==> config.mk <==
export PLATFORM = sky130hd
export DESIGN_NAME = kan_tda_stream_bist_flat
export DESIGN_NICKNAME = d
export VERILOG_FILES = /design/src/rtl/kan_tda_stream_bist_if.sv /design/src/rtl/kan_tda_stream_bist.sv /design/src/flat_wrapper.sv
export SDC_FILE = /design/constraint.sdc
export NUM_CORES = 1
export LEC_CHECK = 0
export CAP_MARGIN = 20
export CORE_MARGIN = 2
export CORE_UTILIZATION = 35
export DETAILED_ROUTE_END_ITERATION = 12
export GPL_TIMING_DRIVEN = 1
export HOLD_SLACK_MARGIN = 0.03
export PLACE_DENSITY = 0.55
export RECOVER_POWER = 100
export SYNTH_ARGS = -nofsm -noshare
export SYNTH_HDL_FRONTEND = slang
export SYNTH_SLANG_ARGS = --single-unit
==> constraint.sdc <==
create_clock -name clk -period 15.7 [get_ports clk]
set_input_delay 3.14 -clock clk [delete_from_list [all_inputs] [get_ports clk]]
set_output_delay 3.14 -clock clk [all_outputs]
set_load 0.02 [all_outputs]
==> src/rtl/kan_tda_stream_bist_if.sv <==
// kan_tda_stream_bist_if: stimulus/response stream bundle between the BIST engine and the datapath under test
interface kan_tda_stream_bist_if #(
    parameter int DATA_WIDTH = 32,
    parameter int NUM_CH     = 2
);
    logic [NUM_CH*DATA_WIDTH-1:0] stim_data;
    logic [NUM_CH-1:0]            stim_valid;
    logic [NUM_CH-1:0]            stim_ready;
    logic [NUM_CH*DATA_WIDTH-1:0] resp_data;
    logic [NUM_CH-1:0]            resp_valid;
    logic [NUM_CH-1:0]            resp_ready;
    modport master (output stim_data, stim_valid, resp_ready, input stim_ready, resp_data, resp_valid);
    modport slave  (input stim_data, stim_valid, resp_ready, output stim_ready, resp_data, resp_valid);
endinterface

==> src/rtl/kan_tda_stream_bist.sv <==
// kan_tda_stream_bist: multi-channel stream stimulus generator with per-channel MISR response check
module kan_tda_stream_bist #(
    parameter int                    DATA_WIDTH = 32,
    parameter int                    NUM_CH     = 2,
    parameter int                    POINT_DIM  = 3,
    parameter int                    CNT_W      = 16,
    parameter int                    TMO_W      = 20,
    parameter logic [DATA_WIDTH-1:0] POLY       = 32'h0040_0007
) (
    input  logic                         clk,
    input  logic                         rst_n,
    input  logic                         start,
    input  logic [1:0]                   mode,
    input  logic [DATA_WIDTH-1:0]        seed,
    input  logic [CNT_W-1:0]             num_points,
    input  logic [CNT_W-1:0]             expected_resp,
    input  logic [TMO_W-1:0]             timeout_limit,
    input  logic [NUM_CH*DATA_WIDTH-1:0] golden_sig,
    kan_tda_stream_bist_if.master        st,
    output logic                         busy,
    output logic                         done,
    output logic                         pass,
    output logic                         timeout_flag,
    output logic                         overrun_flag,
    output logic [TMO_W-1:0]             cycle_count,
    output logic [NUM_CH*DATA_WIDTH-1:0] signature
);
    localparam int TW = 2 * CNT_W;
    typedef enum logic [1:0] {IDLE, RUN, DRAIN, DONE} state_t;
    state_t                               state_q, state_d;
    logic [1:0]                           mode_q, mode_d;
    logic [TW-1:0]                        total_q, total_d;
    logic [TMO_W-1:0]                     cyc_q, cyc_d;
    logic                                 tmo_q, tmo_d, ovr_q, ovr_d;
    logic [NUM_CH-1:0][DATA_WIDTH-1:0]    gen_q, gen_d, sig_q, sig_d;
    logic [NUM_CH-1:0][TW-1:0]            sent_q, sent_d;
    logic [NUM_CH-1:0][CNT_W-1:0]         rcv_q, rcv_d;
    logic [NUM_CH-1:0]                    stim_valid, xfer, acc;
    logic                                 all_sent, all_rcvd, tmo_hit;

    function automatic logic [DATA_WIDTH-1:0] step(input logic [DATA_WIDTH-1:0] s);
        return (s << 1) ^ (s[DATA_WIDTH-1] ? POLY : '0);
    endfunction

    // LFSR channels are decorrelated by the channel index and never start from the all-zero lockup state
    function automatic logic [DATA_WIDTH-1:0] gen_init(input int c, input logic [1:0] m, input logic [DATA_WIDTH-1:0] sd);
        logic [DATA_WIDTH-1:0] s;
        s = sd ^ (DATA_WIDTH'(c) << 16);
        return m == 2'd0 ? (s == '0 ? DATA_WIDTH'(1) : s) : m == 2'd1 ? sd + DATA_WIDTH'(c) : sd;
    endfunction

    always_comb begin
        state_d    = state_q;
        mode_d     = mode_q;
        total_d    = total_q;
        tmo_d      = tmo_q;
        ovr_d      = ovr_q;
        gen_d      = gen_q;
        sent_d     = sent_q;
        rcv_d      = rcv_q;
        sig_d      = sig_q;
        stim_valid = '0;
        xfer       = '0;
        acc        = '0;
        all_sent   = 1'b1;
        all_rcvd   = 1'b1;
        busy       = state_q == RUN || state_q == DRAIN;
        tmo_hit    = busy && timeout_limit != '0 && cyc_q == timeout_limit - 1'b1;
        for (int c = 0; c < NUM_CH; c++) begin
            stim_valid[c] = state_q == RUN && sent_q[c] < total_q;
            xfer[c]       = stim_valid[c] && st.stim_ready[c];
            acc[c]        = busy && st.resp_valid[c];
            sent_d[c]     = sent_q[c] + TW'(xfer[c]);
            gen_d[c]      = !xfer[c] ? gen_q[c] : mode_q == 2'd0 ? step(gen_q[c]) :
                            mode_q == 2'd1 ? gen_q[c] + 1'b1 : gen_q[c];
            rcv_d[c]      = acc[c] && !(&rcv_q[c]) ? rcv_q[c] + 1'b1 : rcv_q[c];
            sig_d[c]      = acc[c] ? step(sig_q[c]) ^ st.resp_data[c*DATA_WIDTH +: DATA_WIDTH] : sig_q[c];
            ovr_d         = ovr_d || (acc[c] && rcv_q[c] == expected_resp);
            all_sent      = all_sent && sent_d[c] >= total_q;
            all_rcvd      = all_rcvd && rcv_d[c] >= expected_resp;
        end
        cyc_d = busy && !(&cyc_q) ? cyc_q + 1'b1 : cyc_q;
        if (tmo_hit) begin
            state_d = DONE;
            tmo_d   = 1'b1;
        end else if (state_q == RUN && all_sent) begin
            state_d = DRAIN;
        end else if (state_q == DRAIN && all_rcvd) begin
            state_d = DONE;
        end else if (!busy && start) begin
            state_d = RUN;
            mode_d  = mode;
            total_d = TW'(num_points) * TW'(POINT_DIM);
            cyc_d   = '0;
            tmo_d   = 1'b0;
            ovr_d   = 1'b0;
            sent_d  = '0;
            rcv_d   = '0;
            sig_d   = '0;
            for (int c = 0; c < NUM_CH; c++) gen_d[c] = gen_init(c, mode, seed);
        end
    end

    always_ff @(posedge clk) begin
        if (!rst_n) begin
            state_q <= IDLE;
            mode_q  <= '0;
            total_q <= '0;
            cyc_q   <= '0;
            tmo_q   <= 1'b0;
            ovr_q   <= 1'b0;
            gen_q   <= '0;
            sent_q  <= '0;
            rcv_q   <= '0;
            sig_q   <= '0;
        end else begin
            state_q <= state_d;
            mode_q  <= mode_d;
            total_q <= total_d;
            cyc_q   <= cyc_d;
            tmo_q   <= tmo_d;
            ovr_q   <= ovr_d;
            gen_q   <= gen_d;
            sent_q  <= sent_d;
            rcv_q   <= rcv_d;
            sig_q   <= sig_d;
        end
    end

    assign st.stim_valid = stim_valid;
    assign st.stim_data  = gen_q;
    assign st.resp_ready = {NUM_CH{busy}};
    assign done          = state_q == DONE;
    assign pass          = done && !tmo_q && !ovr_q && sig_q == golden_sig;
    assign timeout_flag  = tmo_q;
    assign overrun_flag  = ovr_q;
    assign cycle_count   = cyc_q;
    assign signature     = sig_q;
endmodule

==> src/flat_wrapper.sv <==
// flat-port wrapper written by rule: the top's interface ports become plain ports
module kan_tda_stream_bist_flat 
#(
    parameter int                    DATA_WIDTH = 32,
    parameter int                    NUM_CH     = 2,
    parameter int                    POINT_DIM  = 3,
    parameter int                    CNT_W      = 16,
    parameter int                    TMO_W      = 20,
    parameter logic [DATA_WIDTH-1:0] POLY       = 32'h0040_0007
)
  (clk, rst_n, start, mode, seed, num_points, expected_resp, timeout_limit, golden_sig, busy, done, pass, timeout_flag, overrun_flag, cycle_count, signature, st_stim_data, st_stim_valid, st_resp_ready, st_stim_ready, st_resp_data, st_resp_valid);
  kan_tda_stream_bist_if #(.DATA_WIDTH(DATA_WIDTH), .NUM_CH(NUM_CH)) st_i ();
  input  logic clk;
  input  logic rst_n;
  input  logic start;
  input  logic [1:0] mode;
  input  logic [DATA_WIDTH-1:0] seed;
  input  logic [CNT_W-1:0] num_points;
  input  logic [CNT_W-1:0] expected_resp;
  input  logic [TMO_W-1:0] timeout_limit;
  input  logic [NUM_CH*DATA_WIDTH-1:0] golden_sig;
  output logic busy;
  output logic done;
  output logic pass;
  output logic timeout_flag;
  output logic overrun_flag;
  output logic [TMO_W-1:0] cycle_count;
  output logic [NUM_CH*DATA_WIDTH-1:0] signature;
  output wire logic [$bits(st_i.stim_data)-1:0] st_stim_data;
  output wire logic [$bits(st_i.stim_valid)-1:0] st_stim_valid;
  output wire logic [$bits(st_i.resp_ready)-1:0] st_resp_ready;
  input wire logic [$bits(st_i.stim_ready)-1:0] st_stim_ready;
  input wire logic [$bits(st_i.resp_data)-1:0] st_resp_data;
  input wire logic [$bits(st_i.resp_valid)-1:0] st_resp_valid;
  assign st_stim_data = st_i.stim_data;
  assign st_stim_valid = st_i.stim_valid;
  assign st_resp_ready = st_i.resp_ready;
  assign st_i.stim_ready = st_stim_ready;
  assign st_i.resp_data = st_resp_data;
  assign st_i.resp_valid = st_resp_valid;
  kan_tda_stream_bist #(.DATA_WIDTH(DATA_WIDTH), .NUM_CH(NUM_CH), .POINT_DIM(POINT_DIM), .CNT_W(CNT_W), .TMO_W(TMO_W), .POLY(POLY)) u_core (.clk(clk), .rst_n(rst_n), .start(start), .mode(mode), .seed(seed), .num_points(num_points), .expected_resp(expected_resp), .timeout_limit(timeout_limit), .golden_sig(golden_sig), .st(st_i), .busy(busy), .done(done), .pass(pass), .timeout_flag(timeout_flag), .overrun_flag(overrun_flag), .cycle_count(cycle_count), .signature(signature));
endmodule
Word level (Yosys, flattened, before mapping)
Cells that the tools add are included.
{"block": "op_classes", "add_sub_neg": 9, "n_mul": 1, "div": 0, "n_lt_le_gt_ge": 6, "n_eq_ne": 11, "shifts": 0, "mux": 52, "bitwise": 10, "reduce_logical": 42}
{"cell": "64-bit two-way mux", "n": 12}
{"cell": "32-bit two-way mux", "n": 17}
{"cell": "32-bit XOR", "n": 6}
{"cell": "20-bit two-way mux", "n": 5}
{"cell": "32-bit by 1-bit adder with 32-bit output (second input constant)", "n": 3}
{"cell": "23-bit two-way mux", "n": 4}
{"cell": "32-bit by 1-bit adder with 32-bit output", "n": 2}
{"cell": "64-bit == test", "n": 1}
{"cell": "32-bit by 18-bit >= comparator with 1-bit output", "n": 2}
{"cell": "32-bit zero test", "n": 2}
{"cell": "32-bit by 18-bit less-than comparator with 1-bit output", "n": 2}
{"cell": "16-bit by 1-bit adder with 16-bit output (second input constant)", "n": 2}
{"cell": "16-bit == test", "n": 2}
{"cell": "16-bit >= comparator", "n": 2}
{"cell": "16-bit two-way mux", "n": 2}
{"cell": "16-bit AND reduction", "n": 2}
{"cell": "1-bit logical AND", "n": 21}
{"cell": "20-bit by 1-bit adder with 20-bit output (second input constant)", "n": 1}
{"cell": "20-bit == test", "n": 1}
{"cell": "20-bit AND reduction", "n": 1}
{"cell": "20-bit nonzero test", "n": 1}
{"cell": "20-bit by 1-bit subtractor with 20-bit output (second input constant)", "n": 1}
{"cell": "16-bit by 2-bit multiplier with 18-bit output (second input constant)", "n": 1}
{"cell": "1-bit two-way mux", "n": 8}
{"cell": "other kinds (12)", "n": 30}
{"block": "totals", "ff_bits": 268, "latchBits": 0, "ramBits": 0, "mem_bits_ro": 0, "output_inout_bits": 157, "word_cells": 145, "memories": 0}

Longest topological paths before layout
{"block": "depth", "ltp_word": 11, "mapped_depth": 30}

Worst setup path before layout
OpenSTA, ideal clock, no wires.
{"block": "synth_path", "path_kind": "input-to-reg", "start": "input port st_stim_ready[0]", "end": "register u_core.total_q[10]", "setup_time_ns": 0.128, "arrival_time_ns": 7.414, "slack_ns": 8.159, "stages": 23, "n_path_buf": 4, "cell_sequence": "inv_1 a211oi_1 clkbuf_1 ha_1 ha_1 nand3_2 or2_1 clkbuf_1 nor2_1 nand2_1 xnor2_1 ha_1 a21oi_1 a21boi_0 o311a_1 a2111oi_0 nand4b_1 o311a_1 nor3_4 buf_6 buf_6 mux2i_1 nor2_1"}
{"block": "synth_via", "elab_chain_cells": 7}
{"item": "start, declared", "line": "flat_wrapper.sv:32", "rtl": "input wire logic [$bits(st_i.stim_ready)-1:0] st_stim_ready;"}
{"item": "1-bit logical AND", "line": "kan_tda_stream_bist.sv:71", "rtl": "xfer[c] = stim_valid[c] && st.stim_ready[c];"}
{"item": "32-bit by 1-bit adder with 32-bit output", "line": "kan_tda_stream_bist.sv:73", "rtl": "sent_d[c] = sent_q[c] + TW'(xfer[c]);"}
{"item": "32-bit by 18-bit >= comparator with 1-bit output", "line": "kan_tda_stream_bist.sv:79", "rtl": "all_sent = all_sent && sent_d[c] >= total_q;"}
{"item": "1-bit logical AND", "line": "kan_tda_stream_bist.sv:79"}
{"item": "1-bit logical AND", "line": "kan_tda_stream_bist.sv:86", "rtl": "end else if (state_q == RUN && all_sent) begin"}
{"item": "1-bit NOT (no source line)"}
{"item": "4-bit AND reduction (no source line)"}
{"item": "end signal, assigned", "line": "kan_tda_stream_bist.sv:119", "rtl": "total_q <= total_d;"}
{"item": "end, declared", "line": "kan_tda_stream_bist.sv:32", "rtl": "logic [TW-1:0] total_q, total_d;"}
No other way between the ends.
A chain may end at the register's enable or synchronous reset.

Worst setup path after layout
{"block": "layout_path", "start": "input port st_stim_ready[1]", "end": "register u_core.sig_q (netlist bit u_core.signature[20])"}
{"block": "layout_via", "elab_chain_cells": 7}
{"item": "1-bit logical AND", "line": "kan_tda_stream_bist.sv:71"}
{"item": "32-bit by 1-bit adder with 32-bit output", "line": "kan_tda_stream_bist.sv:73"}
{"item": "32-bit by 18-bit >= comparator with 1-bit output", "line": "kan_tda_stream_bist.sv:79"}
{"item": "1-bit logical AND", "line": "kan_tda_stream_bist.sv:79"}
{"item": "1-bit logical AND", "line": "kan_tda_stream_bist.sv:86"}
{"item": "64-bit two-way mux", "line": "kan_tda_stream_bist.sv:86"}
{"item": "64-bit two-way mux", "line": "kan_tda_stream_bist.sv:83", "rtl": "if (tmo_hit) begin"}
{"item": "end signal, assigned", "line": "kan_tda_stream_bist.sv:126", "rtl": "sig_q <= sig_d;"}
{"item": "end, declared", "line": "kan_tda_stream_bist.sv:35", "rtl": "logic [NUM_CH-1:0][DATA_WIDTH-1:0] gen_q, gen_d, sig_q, sig_d;"}
No other way between the ends.

==> summary.md <==
| Metric | Value |
|---|---|
| Die area | around 57000 µm² |
| F_max | roughly 0.087 GHz |
| Maximum clock path buffer count | 3 |
| Avg Inst Size Synth | approximately 8.0 µm² |
| Critical Path Sink Type | flop |
| WS Path Type | in2reg |
| Critical path, cell by cell | dlygate4sd3_1 -> o2111ai_1 -> clkbuf_1 -> clkinv_1 -> ha_1 -> ha_1 -> and4_1 -> nand3_1 -> xnor2_1 -> ha_1 -> o21ai_0 -> nor2_1 -> nor3_1 -> a21oi_1 -> a2111oi_0 -> nand4_1 -> o311a_1 -> nor3_1 -> nand2b_1 -> buf_4 -> a211oi_1 |
| RSZ-0062 raised after global routing | no |
| Setup repair bufs after CTS | 0 |
| Nets@finish | between 3000 and 4000 |
| GRT overflow | 0 |
| First-pass GRT wire length | 102700 µm |
| Reg2reg path depth | 26 |
| IO Port Bufs | 377 |
| Status | finished, violations left |
| Clock slew at reported path FFs | 60 ps |
| Total GRT Usage | a little under a quarter |
| Synth warnings | 0 |
| Syn Inst Count | between 2000 and 2500 |
| Placed Instances | between 3000 and 4000 |
| Placed inst area | about 23000 µm² |
| Pin count of the biggest net entering global routing | 96 |
| FF-to-FF setup slack | between 5000 and 6000 ps |
| Worst r2r src | u_core.total_q[12] |
| Hold_sp | u_core.total_q[1] |
| Setup tns final | 0 ps |
| Die width | about 240 µm |
| Drt first pass iters | 5 |
| Routability cong. | ~0.9 |
| CTS tree | done |
| Pwr dens | around 84 nW/µm² |
| Clock Latency Late Sink | about 560 ps |
| WL final | roughly 67000 µm |
| Row count | 85 |
| Lkg Pwr | approximately 0.0096 µW |
| Max-cap violations | 3 |
| Min cycle time layout | approximately 11000 ps |
| Fin. max-slew vios | 120 |
| Clk root buf | clkbuf_16 |
| Routed Antenna Nets | 0 |
| Distinct cell type count after synthesis | 80 |
| Hold endpoint | u_core.total_q[1] |
| Hold-fix buffers, CTS | 0 |
| Fin crit share | about three quarters |
| DRC violations left | 0 |
| Layout area overhead | 28.55% |
| Final Setup Violations | 0 |
| Cell taking the most area after synthesis | dfxtp_1 |
| CP top delay family | buffers and inverters |
| # H-tree levels | 2 |
| Area of the mapped netlist | between 15000 and 20000 µm² |
| Starting Density | about 36% |
| Post-synthesis async set-or-reset flop share | 0% |
| Via count | approximately 19000 |
| Hold crit path type | reg2reg |
| Main synth FF type | dfxtp_1 |
| Skew final | approximately 30 ps |
| Initial antenna violation count | 2 |
| DR WL/cell | roughly 19 µm |
| CP max stage cell | nand2b_1 |
| Sequential area share after synthesis | roughly 28% |
| Vias per cell | ~5.4 |
| Chip Height | ~240 µm |
| CP Buf/Inv Count | 4 |
| Share of layout cells above drive strength 1 | under 10% |
| Post-DP HPWL | ~51000 µm |
| Max IR drop VDD | between 0.06 and 0.07 mV |
| Max_slew headroom | -67.04% |
| Worst EP arrival | 11870 ps |
| Most frequent CP cell | ha_1 |
| Worst stage delay on the critical path | roughly 1900 ps |
| CP max FO | 66 |
| Post-synth EDFFs | 0 |
| Violated checks | max-capacitance violations, max-slew violations |
| Crit path launch type | input pin |
| FF+latch count, synth | ~270 |
| Clock sink total | between 200 and 300 |
| Diode count | 0 |
| Final std cells w/o fill | around 3500 |
| RR Endpoint | u_core.signature[20] |
| Share of the synthesized area in the top cell type | between 20 and 30% |
| Slew @ Worst Pin | 2506 ps |
| Layout filler cell count | between 5000 and 6000 |
| Cts repair resizes | 0 |
| DR iter-0 viols | roughly 1100 |
| Fin area | ~25000 µm² |
| Mapped Nets | ~2800 |
| Worst path required time | ~16000 ps |
| Register area | between 5000 and 6000 µm² |
| Final Hold Viols | 0 |
| Io pins | between 300 and 400 |
| Synth top area cells | dfxtp_1 28%, xnor2_1 10%, ha_1 8.8% |
| Number of CTS-inserted buffers | 36 |
| Core area | about 54000 µm² |
| Multi-input logic area | ~13000 µm² |
| Worst Hold Path Cells | 2 |
| Vias in the first global route | 17830 |
==> flip-flops by register name (all words and copies together), names as in the netlist <==
name                 flops
u_core.mode_q            2
u_core.st.stim_data     64
u_core.state_q           2
u_core.total_q          18
u_core.sent_q           64
u_core.cycle_count      20
u_core.overrun_flag      1
u_core.timeout_flag      1
u_core.rcv_q            32
u_core.signature        64
==> per-layer routing <==
metal | global-route usage [%] | up-vias | share of wire, % | routed length, µm
met5 | 0 | - | 0.033 | 22
met4 | 7.292 | 4 | 2.8 | 1851
met3 | 4.049 | 112 | 5.9 | 3918
met2 | 37.05 | 532 | 46 | 30950
met1 | 30.54 | 8836 | 45 | 30210
li1 | - | 9208 | - | -
==> cells in the mapped netlist (7+ instances only) <==
library cell,number
nor2_1,283
dfxtp_1,268
xnor2_1,228
nand2_1,198
a21oi_1,185
ha_1,135
xor2_1,125
nand3_1,96
and2_1,81
clkbuf_1,75
inv_1,73
a211oi_1,71
nand4_1,70
o21ai_0,61
nor3_1,50
nor4_1,36
and3_1,35
mux2i_1,25
a21o_1,22
nand2b_1,19
a211oi_2,18
nor2b_1,18
or3_1,17
buf_4,15
and4_1,14
a211o_1,13
or4_1,13
o22ai_1,12
a31oi_1,10
buf_6,9
a311oi_1,8
nor3b_1,8
o21a_1,8
buf_2,7
==> stage by stage <==
stage / setup slack, ps / utilization, % / hold WS (ps) / power (µW)
after floorplan: 8159 / - / 460.4 / 1020
after global placement: 6218 / 43.45 / 474.4 / 1213
after detailed placement: 5941 / 43.45 / 484.2 / 1218
after CTS: 6498 / 45.83 / 497.6 / 2111
after global routing: 3557 / 45.71 / 510.4 / 2170
final: 4222 / 45.71 / 490.8 / 2077
==> cells in the final DEF (no fill, tap or decap), types with 39 or more instances in the layout <==
master,instances
nor2_1,283
dfxtp_1,268
xnor2_1,228
clkdlybuf4s50_1,219
nand2_1,198
a21oi_1,185
dlygate4sd3_1,158
ha_1,135
xor2_1,125
nand3_1,96
a211oi_1,78
inv_1,73
nand4_1,70
o21ai_0,61
nor3_1,51
and2_0,42
and2_1,39
==> worst reg2reg max path, stage by stage (launching register included) <==
cell	delay, ps
dfxtp_1	340
inv_1	170
ha_1	360
a21o_1	120
a21oi_1	60
o21ai_0	230
a31oi_1	300
o2111ai_1	190
clkbuf_1	1120
clkinv_1	780
ha_1	460
ha_1	230
and4_1	330
nand3_1	150
xnor2_1	140
ha_1	270
o21ai_0	160
nor2_1	50
nor3_1	180
a21oi_1	90
a2111oi_0	510
nand4_1	250
o311a_1	220
nor3_1	190
nand2b_1	1860
buf_4	860
a211oi_1	190
==> how the worst max path moves through the flow <==
stage | to | start | cells past startpoint | slack (ps)
final | u_core.signature[20] | st_stim_ready[1] | 21 | 4220
after global routing | u_core.signature[20] | st_stim_ready[1] | 20 | 3560
after CTS | u_core.st.stim_data[27] | st_stim_ready[1] | 23 | 6500
after detailed placement | u_core.st.stim_data[27] | st_stim_ready[1] | 23 | 5940
after global placement | u_core.st.stim_data[27] | st_stim_ready[1] | 23 | 6220
after floorplan | u_core.total_q[10] | st_stim_ready[0] | 23 | 8160
==> report_power, final <==
group / internal [µW] / switching (µW)
Sequential: 708 / 46.5
Combinational: 197 / 245
Clock: 551 / 330
==> cell type report <==
class | count | share of cell area (%)
tap | 696 | 3.526
inverter | 75 | 1.140
clock inverter | 12 | 0.6029
multi-input combinational | 1960 | 52.65
clock buffer | 53 | 4.605
timing repair buffer | 392 | 15.76
sequential | 268 | 21.72
==> cells by family after synthesis <==
logic type / share of synthesized area [%]
AND/OR/NAND/NOR: 25.06
AO/OA/AOI/OAI: 16.18
XOR/XNOR: 16.09
flip-flops: 27.93
buffers and inverters: 4.246
adder cells (fa/ha/maj): 8.896
multiplexers: 1.596
No activity file was read; power rests on OpenSTA's default activity.
